===== src/rtl/fetch_unit_pkg.sv =====
// Shared types for the instruction fetch stage: program counter, one-hot opcodes,
// fetch FSM states and the CBF/CBB nesting-depth type.
package fetch_unit_pkg;

    localparam int PC_W    = 16;
    localparam int INSTR_W = 9;
    localparam int NEST_W_DEFAULT = 8;

    typedef logic [PC_W-1:0]    PROGRAM_COUNTER;
    typedef logic [INSTR_W-1:0] INSTRUCTION;
    typedef logic [NEST_W_DEFAULT-1:0] NEST_DEPTH;

    typedef enum logic [INSTR_W-1:0] {
        NOP = 9'h000,
        INC = 9'h001,
        DEC = 9'h002,
        MVR = 9'h004,
        MVL = 9'h008,
        PSH = 9'h010,
        POP = 9'h020,
        CBF = 9'h040,
        CBB = 9'h080,
        HLT = 9'h100
    } op_code;

    typedef enum logic {
        FETCH_PASS,
        FETCH_SKIP
    } FETCH_STATE;

    // Anything other than NOP or a single set bit is not a valid opcode.
    function automatic logic is_illegal(input INSTRUCTION i);
        return (i != '0) && ((i & (i - 1'b1)) != '0);
    endfunction

endpackage


===== src/rtl/fetch_buffer.sv =====
// Small prefetch FIFO holding returned instructions; flush wins over push and pop,
// and a pushed entry becomes visible at the head one cycle later.
module fetch_buffer
    import fetch_unit_pkg::*;
#(
    parameter int DEPTH = 2,
    localparam int CNT_W = $clog2(DEPTH + 1)
) (
    input  logic             clk,
    input  logic             rst_n,
    input  logic             push,
    input  logic [8:0]       push_data,
    input  logic             pop,
    input  logic             flush,
    output logic [8:0]       head,
    output logic [CNT_W-1:0] count
);
    localparam int PTR_W = (DEPTH > 1) ? $clog2(DEPTH) : 1;

    INSTRUCTION       mem_q [DEPTH];
    INSTRUCTION       mem_d [DEPTH];
    logic [PTR_W-1:0] rd_ptr_q, rd_ptr_d;
    logic [PTR_W-1:0] wr_ptr_q, wr_ptr_d;
    logic [CNT_W-1:0] count_q, count_d;

    // DEPTH need not be a power of two, so pointers wrap explicitly.
    function automatic logic [PTR_W-1:0] next_ptr(input logic [PTR_W-1:0] p);
        return (p == PTR_W'(DEPTH - 1)) ? '0 : p + 1'b1;
    endfunction

    always_comb begin
        mem_d    = mem_q;
        rd_ptr_d = rd_ptr_q;
        wr_ptr_d = wr_ptr_q;
        count_d  = count_q;
        if (flush) begin
            rd_ptr_d = '0;
            wr_ptr_d = '0;
            count_d  = '0;
        end else begin
            if (push) begin
                mem_d[wr_ptr_q] = push_data;
                wr_ptr_d        = next_ptr(wr_ptr_q);
            end
            if (pop) begin
                rd_ptr_d = next_ptr(rd_ptr_q);
            end
            count_d = count_q + CNT_W'(push) - CNT_W'(pop);
        end
    end

    always_ff @(posedge clk or negedge rst_n) begin
        if (!rst_n) begin
            mem_q    <= '{default: '0};
            rd_ptr_q <= '0;
            wr_ptr_q <= '0;
            count_q  <= '0;
        end else begin
            mem_q    <= mem_d;
            rd_ptr_q <= rd_ptr_d;
            wr_ptr_q <= wr_ptr_d;
            count_q  <= count_d;
        end
    end

    assign head  = mem_q[rd_ptr_q];
    assign count = count_q;

    assert property (@(posedge clk) disable iff (!rst_n)
        !(push && !pop && !flush && count_q == CNT_W'(DEPTH)));
    assert property (@(posedge clk) disable iff (!rst_n)
        !(pop && !flush && count_q == '0));

endmodule


===== src/rtl/fetch_unit.sv =====
// Instruction fetch stage: issues in-order imem reads, buffers returned instructions,
// hands them to the decoder and scans forward past a taken CBF to its matching CBB.
module fetch_unit
    import fetch_unit_pkg::*;
#(
    parameter int DEPTH  = 2,
    parameter int NEST_W = 8
) (
    input  logic        clk,
    input  logic        rst_n,
    output logic        imem_req,
    output logic [15:0] imem_addr,
    input  logic        imem_gnt,
    input  logic        imem_rvalid,
    input  logic [8:0]  imem_rdata,
    output logic        instr_valid,
    output logic [8:0]  instr,
    output logic [15:0] instr_pc,
    output logic        instr_illegal,
    input  logic        instr_ready,
    input  logic        skip_start,
    input  logic        pc_load,
    input  logic [15:0] pc_target,
    input  logic        halt,
    output logic        skip_busy,
    output logic        skip_overflow
);
    localparam int CNT_W = $clog2(DEPTH + 1);
    localparam logic [CNT_W:0] CAP = (CNT_W + 1)'(DEPTH);

    logic [CNT_W-1:0] count;
    INSTRUCTION       head;
    logic             push, pop, flush;

    FETCH_STATE       state_q, state_d;
    PROGRAM_COUNTER   fetch_pc_q, fetch_pc_d;
    PROGRAM_COUNTER   deliver_pc_q, deliver_pc_d;
    logic [CNT_W-1:0] outstanding_q, outstanding_d;
    logic [CNT_W-1:0] kill_q, kill_d;
    logic [CNT_W-1:0] outstanding_rsp;
    logic [NEST_W-1:0] depth_q, depth_d;
    logic             overflow_q, overflow_d;
    logic             in_pass, has_head, deliver, scan, fire;
    logic [CNT_W:0]   occupancy;

    fetch_buffer #(.DEPTH(DEPTH)) u_buffer (
        .clk       (clk),
        .rst_n     (rst_n),
        .push      (push),
        .push_data (imem_rdata),
        .pop       (pop),
        .flush     (flush),
        .head      (head),
        .count     (count)
    );

    assign in_pass         = (state_q == FETCH_PASS);
    assign has_head        = (count != '0);
    assign deliver         = in_pass && has_head && instr_ready;
    assign scan            = !in_pass && has_head;
    assign occupancy       = {1'b0, count} + {1'b0, outstanding_q};
    assign outstanding_rsp = outstanding_q - CNT_W'(imem_rvalid);

    // Gated by rst_n so no request is visible while the unit is held in reset.
    assign imem_req  = rst_n && !halt && !pc_load && (occupancy < CAP);
    assign fire      = imem_req && imem_gnt;
    assign imem_addr = fetch_pc_q;

    assign instr_valid   = in_pass && has_head;
    assign instr         = instr_valid ? head : INSTRUCTION'(NOP);
    assign instr_pc      = deliver_pc_q;
    assign instr_illegal = instr_valid && is_illegal(head);
    assign skip_busy     = !in_pass;
    assign skip_overflow = overflow_q;

    always_comb begin
        state_d       = state_q;
        fetch_pc_d    = fetch_pc_q;
        deliver_pc_d  = deliver_pc_q;
        outstanding_d = outstanding_q;
        kill_d        = kill_q;
        depth_d       = depth_q;
        overflow_d    = overflow_q;
        push          = 1'b0;
        pop           = 1'b0;
        flush         = 1'b0;

        if (pc_load) begin
            // Every request still in flight after this cycle belongs to the old stream.
            flush         = 1'b1;
            fetch_pc_d    = pc_target;
            deliver_pc_d  = pc_target;
            state_d       = FETCH_PASS;
            depth_d       = '0;
            outstanding_d = outstanding_rsp;
            kill_d        = outstanding_rsp;
        end else begin
            if (imem_rvalid) begin
                if (kill_q != '0) begin
                    kill_d = kill_q - 1'b1;
                end else begin
                    push = 1'b1;
                end
            end
            outstanding_d = outstanding_rsp + CNT_W'(fire);
            if (fire) begin
                fetch_pc_d = fetch_pc_q + 1'b1;
            end

            if (deliver || scan) begin
                pop          = 1'b1;
                deliver_pc_d = deliver_pc_q + 1'b1;
            end
            if (deliver && skip_start && head == INSTRUCTION'(CBF)) begin
                state_d = FETCH_SKIP;
                depth_d = NEST_W'(1);
            end
            if (scan) begin
                if (head == INSTRUCTION'(CBF)) begin
                    if (depth_q == '1) begin
                        overflow_d = 1'b1;
                    end else begin
                        depth_d = depth_q + 1'b1;
                    end
                end else if (head == INSTRUCTION'(CBB)) begin
                    depth_d = depth_q - 1'b1;
                    if (depth_q == NEST_W'(1)) begin
                        state_d = FETCH_PASS;
                    end
                end
            end
        end
    end

    always_ff @(posedge clk or negedge rst_n) begin
        if (!rst_n) begin
            state_q       <= FETCH_PASS;
            fetch_pc_q    <= '0;
            deliver_pc_q  <= '0;
            outstanding_q <= '0;
            kill_q        <= '0;
            depth_q       <= '0;
            overflow_q    <= 1'b0;
        end else begin
            state_q       <= state_d;
            fetch_pc_q    <= fetch_pc_d;
            deliver_pc_q  <= deliver_pc_d;
            outstanding_q <= outstanding_d;
            kill_q        <= kill_d;
            depth_q       <= depth_d;
            overflow_q    <= overflow_d;
        end
    end

    assert property (@(posedge clk) disable iff (!rst_n)
        imem_rvalid |-> (outstanding_q != '0));

endmodule

===== config.mk =====
export PLATFORM = sky130hd
export DESIGN_NAME = fetch_unit
export DESIGN_NICKNAME = d
export VERILOG_FILES = /design/src/rtl/fetch_unit_pkg.sv /design/src/rtl/fetch_buffer.sv /design/src/rtl/fetch_unit.sv
export SDC_FILE = /design/constraint.sdc
export NUM_CORES = 1
export LEC_CHECK = 0
export ABC_AREA = 1
export BUFFER_PORTS_ARGS = -buffer_cell sky130_fd_sc_hd__buf_2
export CORE_MARGIN = 1
export CORE_UTILIZATION = 35
export CTS_BUF_LIST = sky130_fd_sc_hd__clkbuf_16
export CTS_CLUSTER_DIAMETER = 80
export CTS_CLUSTER_SIZE = 25
export DETAILED_ROUTE_END_ITERATION = 8
export HOLD_SLACK_MARGIN = 0.03
export SYNTH_ARGS = -nofsm -noshare
export SYNTH_HDL_FRONTEND = slang
export SYNTH_SLANG_ARGS = --single-unit
export TNS_END_PERCENT = 1

===== constraint.sdc =====
create_clock -name clk -period 2.5 [get_ports clk]
set_input_delay 0.125 -clock clk [delete_from_list [all_inputs] [get_ports clk]]
set_output_delay 0.125 -clock clk [all_outputs]
set_load 0.02 [all_outputs]

---- After elaboration in Yosys (flattened, before gate mapping) ----
Index checks and enable logic that the tools add are counted.
word-level totals
  flip-flop bits (word level) ............. 68
  bits of input ports ..................... 33
  output and inout bits ................... 46
  logic and storage cells ................. 107
cells by class
  add/subtract/negate cells ............... 13
  order comparisons ....................... 4
  equality and inequality tests ........... 4
  muxes and demuxes ....................... 40
  bitwise gates (word level) .............. 6
  reductions and logical operators ........ 28
operators by type and width
  cell                     number
  $mux W16                 4
  $mux W8                  6
  $mux W9                  5
  $add A16 B1 Y16 const B  2
  $bwmux W18               1
  $mux W1                  18
  $reduce_bool A9 Y1       2
  $reduce_bool A2 Y1       8
  $logic_and A1 B1 Y1      12
  $mux W2                  5
  $and A9 B9 Y9            1
  $demux W9 S1             1
  $eq A9 B7 Y1 const B     1
  $eq A9 B8 Y1 const B     1
  $sub A9 B1 Y9 const B    1
  $add A8 B1 Y8 const B    1
  $eq A8 B1 Y1 const B     1
  $eq A8 B8 Y1 const B     1
  $sub A8 B1 Y8 const B    1
  $add A2 B1 Y2            2
  $ge A2 B2 Y1 const B     2
  $not A1 Y2               2
  $reduce_and A2 Y1        2
  $reduce_and A4 Y1        1
  other kinds (9)          14

---- Depth between registers and ports, before layout ----
  depth in word-level cells ............... 12
  mapped depth ............................ 14
  mapped depth without buffers ............ 13

---- By module ----
Synthesis repeated with hierarchy kept, for this count alone.
second synthesis, totals
  cell total of the unflattened synthesis .. 603
  area, all modules ....................... 4475.5 um^2
modules (own cells, without submodules)
  module        instances  cells an instance  area an instance (um^2)  sequential area each (um^2)
  fetch_unit    1          503                3404.5                   1151.1
  fetch_buffer  1          100                1071.0                   550.5

---- Worst setup path before layout ----
OpenSTA, ideal clock, no wires.
  kind .................................... flip-flop to flip-flop
  from .................................... register u_buffer.count_q[1], in the netlist u_buffer.count[1]
  to ...................................... register fetch_pc_q[8], in the netlist imem_addr[8]
  setup time .............................. 0.137 ns
  arrival ................................. 1.942 ns
  data required time ...................... 2.363 ns
  setup slack ............................. 0.422 ns
  cell stages (with the launch flop) ...... 10
  buffers on the path ..................... 0
  clock period less this slack ............ 2.078 ns
  cell sequence ........................... dfrtp_1 inv_2 fa_1 inv_1 nor3_1 nand3_1 nand2_1 clkinv_1 nand2_1 o211ai_1
on the way
  longest elaborated chain between the ends .. 5
RTL lines
  element                              line                RTL
  start: declaration                   fetch_buffer.sv:24  logic [CNT_W-1:0] count_q, count_d;
  start signal: assignment             fetch_buffer.sv:62  count_q <= count_d;
  $add A2 B2 Y3                        fetch_unit.sv:61    assign occupancy = {1'b0, count} + {1'b0, outstanding_q};
  $lt A3 B2 Y1                         fetch_unit.sv:65    assign imem_req = rst_n && !halt && !pc_load && (occupancy < CAP);
  $logic_and A1 B1 Y1                  fetch_unit.sv:65
  $logic_and A1 B1 Y1                  fetch_unit.sv:66    assign fire = imem_req && imem_gnt;
  $reduce_bool A2 Y1 (no source line)  n/a
  end signal: assignment               fetch_unit.sv:146   fetch_pc_q <= fetch_pc_d;
  end: declaration                     fetch_unit.sv:36    PROGRAM_COUNTER fetch_pc_q, fetch_pc_d;
Every way passes these cells.
A chain may end at the register's enable or synchronous reset.

---- Worst setup path in the final report ----
  from .................................... register u_buffer.rd_ptr_q
  to ...................................... output instr_illegal
on the way
  longest elaborated chain between the ends .. 9
  elaborated cells on any way between the ends .. 10
  those cells by class .................... add/sub: 1; mux: 3; bitwise: 2; reduce/logical: 4
RTL lines
  element                                          line                  RTL
  start: declaration                               fetch_buffer.sv:22    logic [PTR_W-1:0] rd_ptr_q, rd_ptr_d;
  start signal: assignment                         fetch_buffer.sv:60    rd_ptr_q <= rd_ptr_d;
  $not A1 Y2 (not written as such) (*)             fetch_buffer.sv:66    assign head = mem_q[rd_ptr_q];
  $mux W9 (not written as such) (*) (3 in series)  fetch_buffer.sv:66
  $sub A9 B1 Y9                                    fetch_unit_pkg.sv:33  return (i != '0) && ((i & (i - 1'b1)) != '0);
  $and A9 B9 Y9                                    fetch_unit_pkg.sv:33
  $reduce_bool A9 Y1                               fetch_unit_pkg.sv:33
  $logic_and A1 B1 Y1 (*)                          fetch_unit_pkg.sv:33
  $logic_and A1 B1 Y1 (*)                          fetch_unit.sv:72      assign instr_illegal = instr_valid && is_illegal(head);
  end: declaration                                 fetch_unit.sv:19      output logic instr_illegal,
Every way passes the cells marked *; elsewhere a longest branch is shown, timed or not. The select of a mux whose other input is x is not followed.

==> summary.md <==
| Metric | Value |
|---|---|
| Outcome | `completed` |
| Mapped cell area | `0.00428 mm^2` |
| CTS tree | `built` |
| Fmax | `450 MHz` |
| H-tree depth | `3` |
| P_sw | `0.00172 W` |
| Total track usage | `0.193` |
| Post-synth ARST share | `1.00` |
| Cell with the most instances after synthesis | `nand2_1` |
| Crit Path Category | `flip-flop to output pin` |
| Post-route design area | `0.00519 mm^2` |
| Initial Util | `0.357` |
| RSZ-0062 raised after global routing | `no` |
| Largest net degree at the start of global routing | `69` |
| Slew Limit Fails | `0` |
| Finished Layout Cells | `832` |
| Core Area | `0.0120 mm^2` |
| Comb pwr share | `0.345` |
| CP Launch Point | `u_buffer.rd_ptr_q` |
| Yosys top cell area share | `0.398` |
| Yosys synthesis warning count | `0` |
| 1st-iter DRT viols | `214` |
| Commonest cells in the netlist | `187 x nand2_1, 74 x inv_1, 68 x dfrtp_1` |
| Worst Setup EP | `instr_illegal` |
| Min Tclk post-route | `2.22 ns` |
| Power per cell area | `863 mW/mm^2` |
| Row cnt | `40` |
| I/O pin cnt | `79` |
| Synthesis-to-finish area growth | `21.4%` |
| Full die area | `0.0127 mm^2` |
| Sequential power share | `0.352` |
| Die height | `113 um` |
| Die width | `113 um` |
| Net Count, Synth | `636` |
| CTS buffer count | `9` |
| Switching Fraction | `0.384` |
| Post-layout util | `0.434` |
| R2r startpoint | `u_buffer.count[1]` |
| ANT nets after route | `0` |
| Register clock-pin slew on the reported worst setup and hold paths | `0.06 ns` |
| Final hold slack | `0.0332 ns` |
| CTS resizes | `0` |
| Syn Area/Cell | `7.22 um^2` |
| Worst slew margin | `0.412` |
| Part of the cycle the worst path needs | `0.889` |
| Multi-input gate area | `0.00220 mm^2` |
| Yosys reg bits | `68` |
| Post-place instance area | `0.00485 mm^2` |
| CTS Buffer Depth | `2` |
| CTS root buf | `clkbuf_16` |
| Fillers | `1233` |
| Worst Setup End Kind | `output pin` |
| Placed Cells | `813` |
| Layout cells sized above 1 | `0.196` |
| Worst Hold Class | `input pin to async pin` |
| Routed vias | `4066` |
| Sequential share of the synthesized area | `0.398` |
| Final Skew | `0.00818 ns` |
| Synth Flop Type | `dfrtp_1` |
| First-pass GRT wire length | `19200 um` |
| Drt wl/cell | `13.5 um` |
| Drt via density | `4.89` |
| Crit Path Max Fanout | `11` |
| FF/Latch Area | `0.00170 mm^2` |
| Vias in the first global route | `4063` |
| Syn Inst Count | `592` |
| Worst-Margin Slew | `0.882 ns` |
| IO buf count | `78` |
| # DRC | `0` |
| Netlist cell types | `38` |
| Clock share of power | `0.303` |
| Ant. Diodes | `0` |
| Maximum vdd drop | `370 uV` |
| Total Nets Final | `724` |
| Leak | `2.72 nW` |
| Post-synth top area cell | `dfrtp_1` |
| GPL Wtd Cong | `0.941` |
| TritonRoute pass-1 iters | `4` |
| Flop2flop setup slack | `0.37 ns` |
| Startpoint types | `flip-flop` |
| WL final | `11200 um` |
| Reg-to-Reg End | `imem_addr[8]` |
| CP arrival | `2.10 ns` |
| Total clock sinks | `68` |
| Number of synthesized flops with an enable pin | `0` |
| Maxcap violations | `0` |
| Cell Int Power | `0.00276 W` |
| Initial antenna violation count | `0` |
| Number of setup violations in the final report | `0` |
| Endpoints failing hold | `0` |
| Post-route setup TNS | `0 ns` |
| Largest cells by area after synthesis | `dfrtp_1 40%, nand2_1 16%, inv_1 6.5%, xor2_1 4.5%, nand3_1 4.3%` |
| Grt ovf | `0` |
| Required @ worst endpoint | `2.38 ns` |
| Clk Latency, worst-skew pair | `0.35 ns` |
| R2r worst-path depth | `9` |
| HPWL after DPL | `8270 um` |
## per-layer routing
| metal | wire length [um] | global-route usage |
|---|---|---|
| met5 | 0 | 0 |
| met4 | 197 | 0.0604 |
| met3 | 625 | 0.0556 |
| met2 | 5260 | 0.322 |
| met1 | 5150 | 0.241 |
## area by class of cell
| class | count | share of cell area |
|---|---|---|
| multi-input cells | 428 | 0.423 |
| flip-flops and latches | 68 | 0.328 |
| clock buffers | 9 | 0.0434 |
| clock inverters | 7 | 0.0159 |
| inverters | 83 | 0.0600 |
| repair buffers | 90 | 0.0940 |
| well taps | 147 | 0.0354 |
## per-stage QoR
step	setup WS [ns]	total power (W)
finish	0.278	0.00448
global route	0.0576	0.00481
CTS	0.261	0.00453
detailed placement	0.335	0.00315
global placement	0.423	0.00310
floorplan	0.422	0.00270
## cells in the final DEF (no fill, tap or decap), drive strengths merged
master / instances
a211oi: 1
a21oi: 12
a31o: 1
a31oi: 2
buf: 87
bufinv: 2
clkbuf: 9
clkinv: 7
dfrtp: 68
dlygate4sd3: 3
fa: 1
ha: 10
inv: 81
nand2: 200
nand3: 37
nand4: 6
nor2: 52
nor3: 13
nor3b: 2
nor4: 2
o211ai: 12
o21ai: 40
o221ai: 2
o22ai: 1
o311ai: 2
o31ai: 1
or2: 1
xnor2: 8
xor2: 22
## power by group through the flow
| stage | sequential, W | clock [W] | combinational, W |
|---|---|---|---|
| 2_1_floorplan | 0.00164 | 0 | 0.00106 |
| 3_3_place_gp | 0.00158 | 0 | 0.00152 |
| 3_5_place_dp | 0.00159 | 0 | 0.00156 |
| 4_1_cts | 0.00158 | 0.00138 | 0.00157 |
| 5_1_grt | 0.00162 | 0.00142 | 0.00177 |
| 6_report | 0.00157 | 0.00136 | 0.00155 |
## sequential cells by signal, indices dropped and copies added (netlist names), 2 cells and up
name	count
instr_pc	16
depth_q	8
u_buffer.mem_q	18
imem_addr	16
outstanding_q	2
u_buffer.count	2
kill_q	2
## kinds of logic after synthesis
family / count (synthesis) / synth area share
compound gates: 74 / 0.101
xor+xnor: 30 / 0.0615
fa+ha+maj: 11 / 0.0339
buf+inv: 96 / 0.0878
flops: 68 / 0.398
simple gates: 313 / 0.318
## critical path, stage by stage (launching register included)
cell     delay [ns]
dfrtp_1        0.51
inv_2          0.18
nand2_1        0.09
nand2_1        0.10
nor2_2         0.13
nand2_2        0.09
nor2_4         0.14
nand3_1        0.08
nand2_1        0.06
nand3_1        0.06
nor2_1         0.09
nor2_1         0.04
buf_2          0.17
## worst min path at each step
stage                              from            endpoint
after floorplan                   rst_n          depth_q[0]
after global placement     pc_target[8]         instr_pc[8]
after detailed placement   pc_target[9]         instr_pc[9]
after CTS                  pc_target[0]        imem_addr[0]
after global routing      pc_target[10]       imem_addr[10]
final                             rst_n  u_buffer.mem_q[10]
## timing repair
item,CTS,global route
hold buffers,3,0
hold endpoints to repair,4,0
setup buffers,0,0
Note: power is estimated with default switching activity, not from simulation.
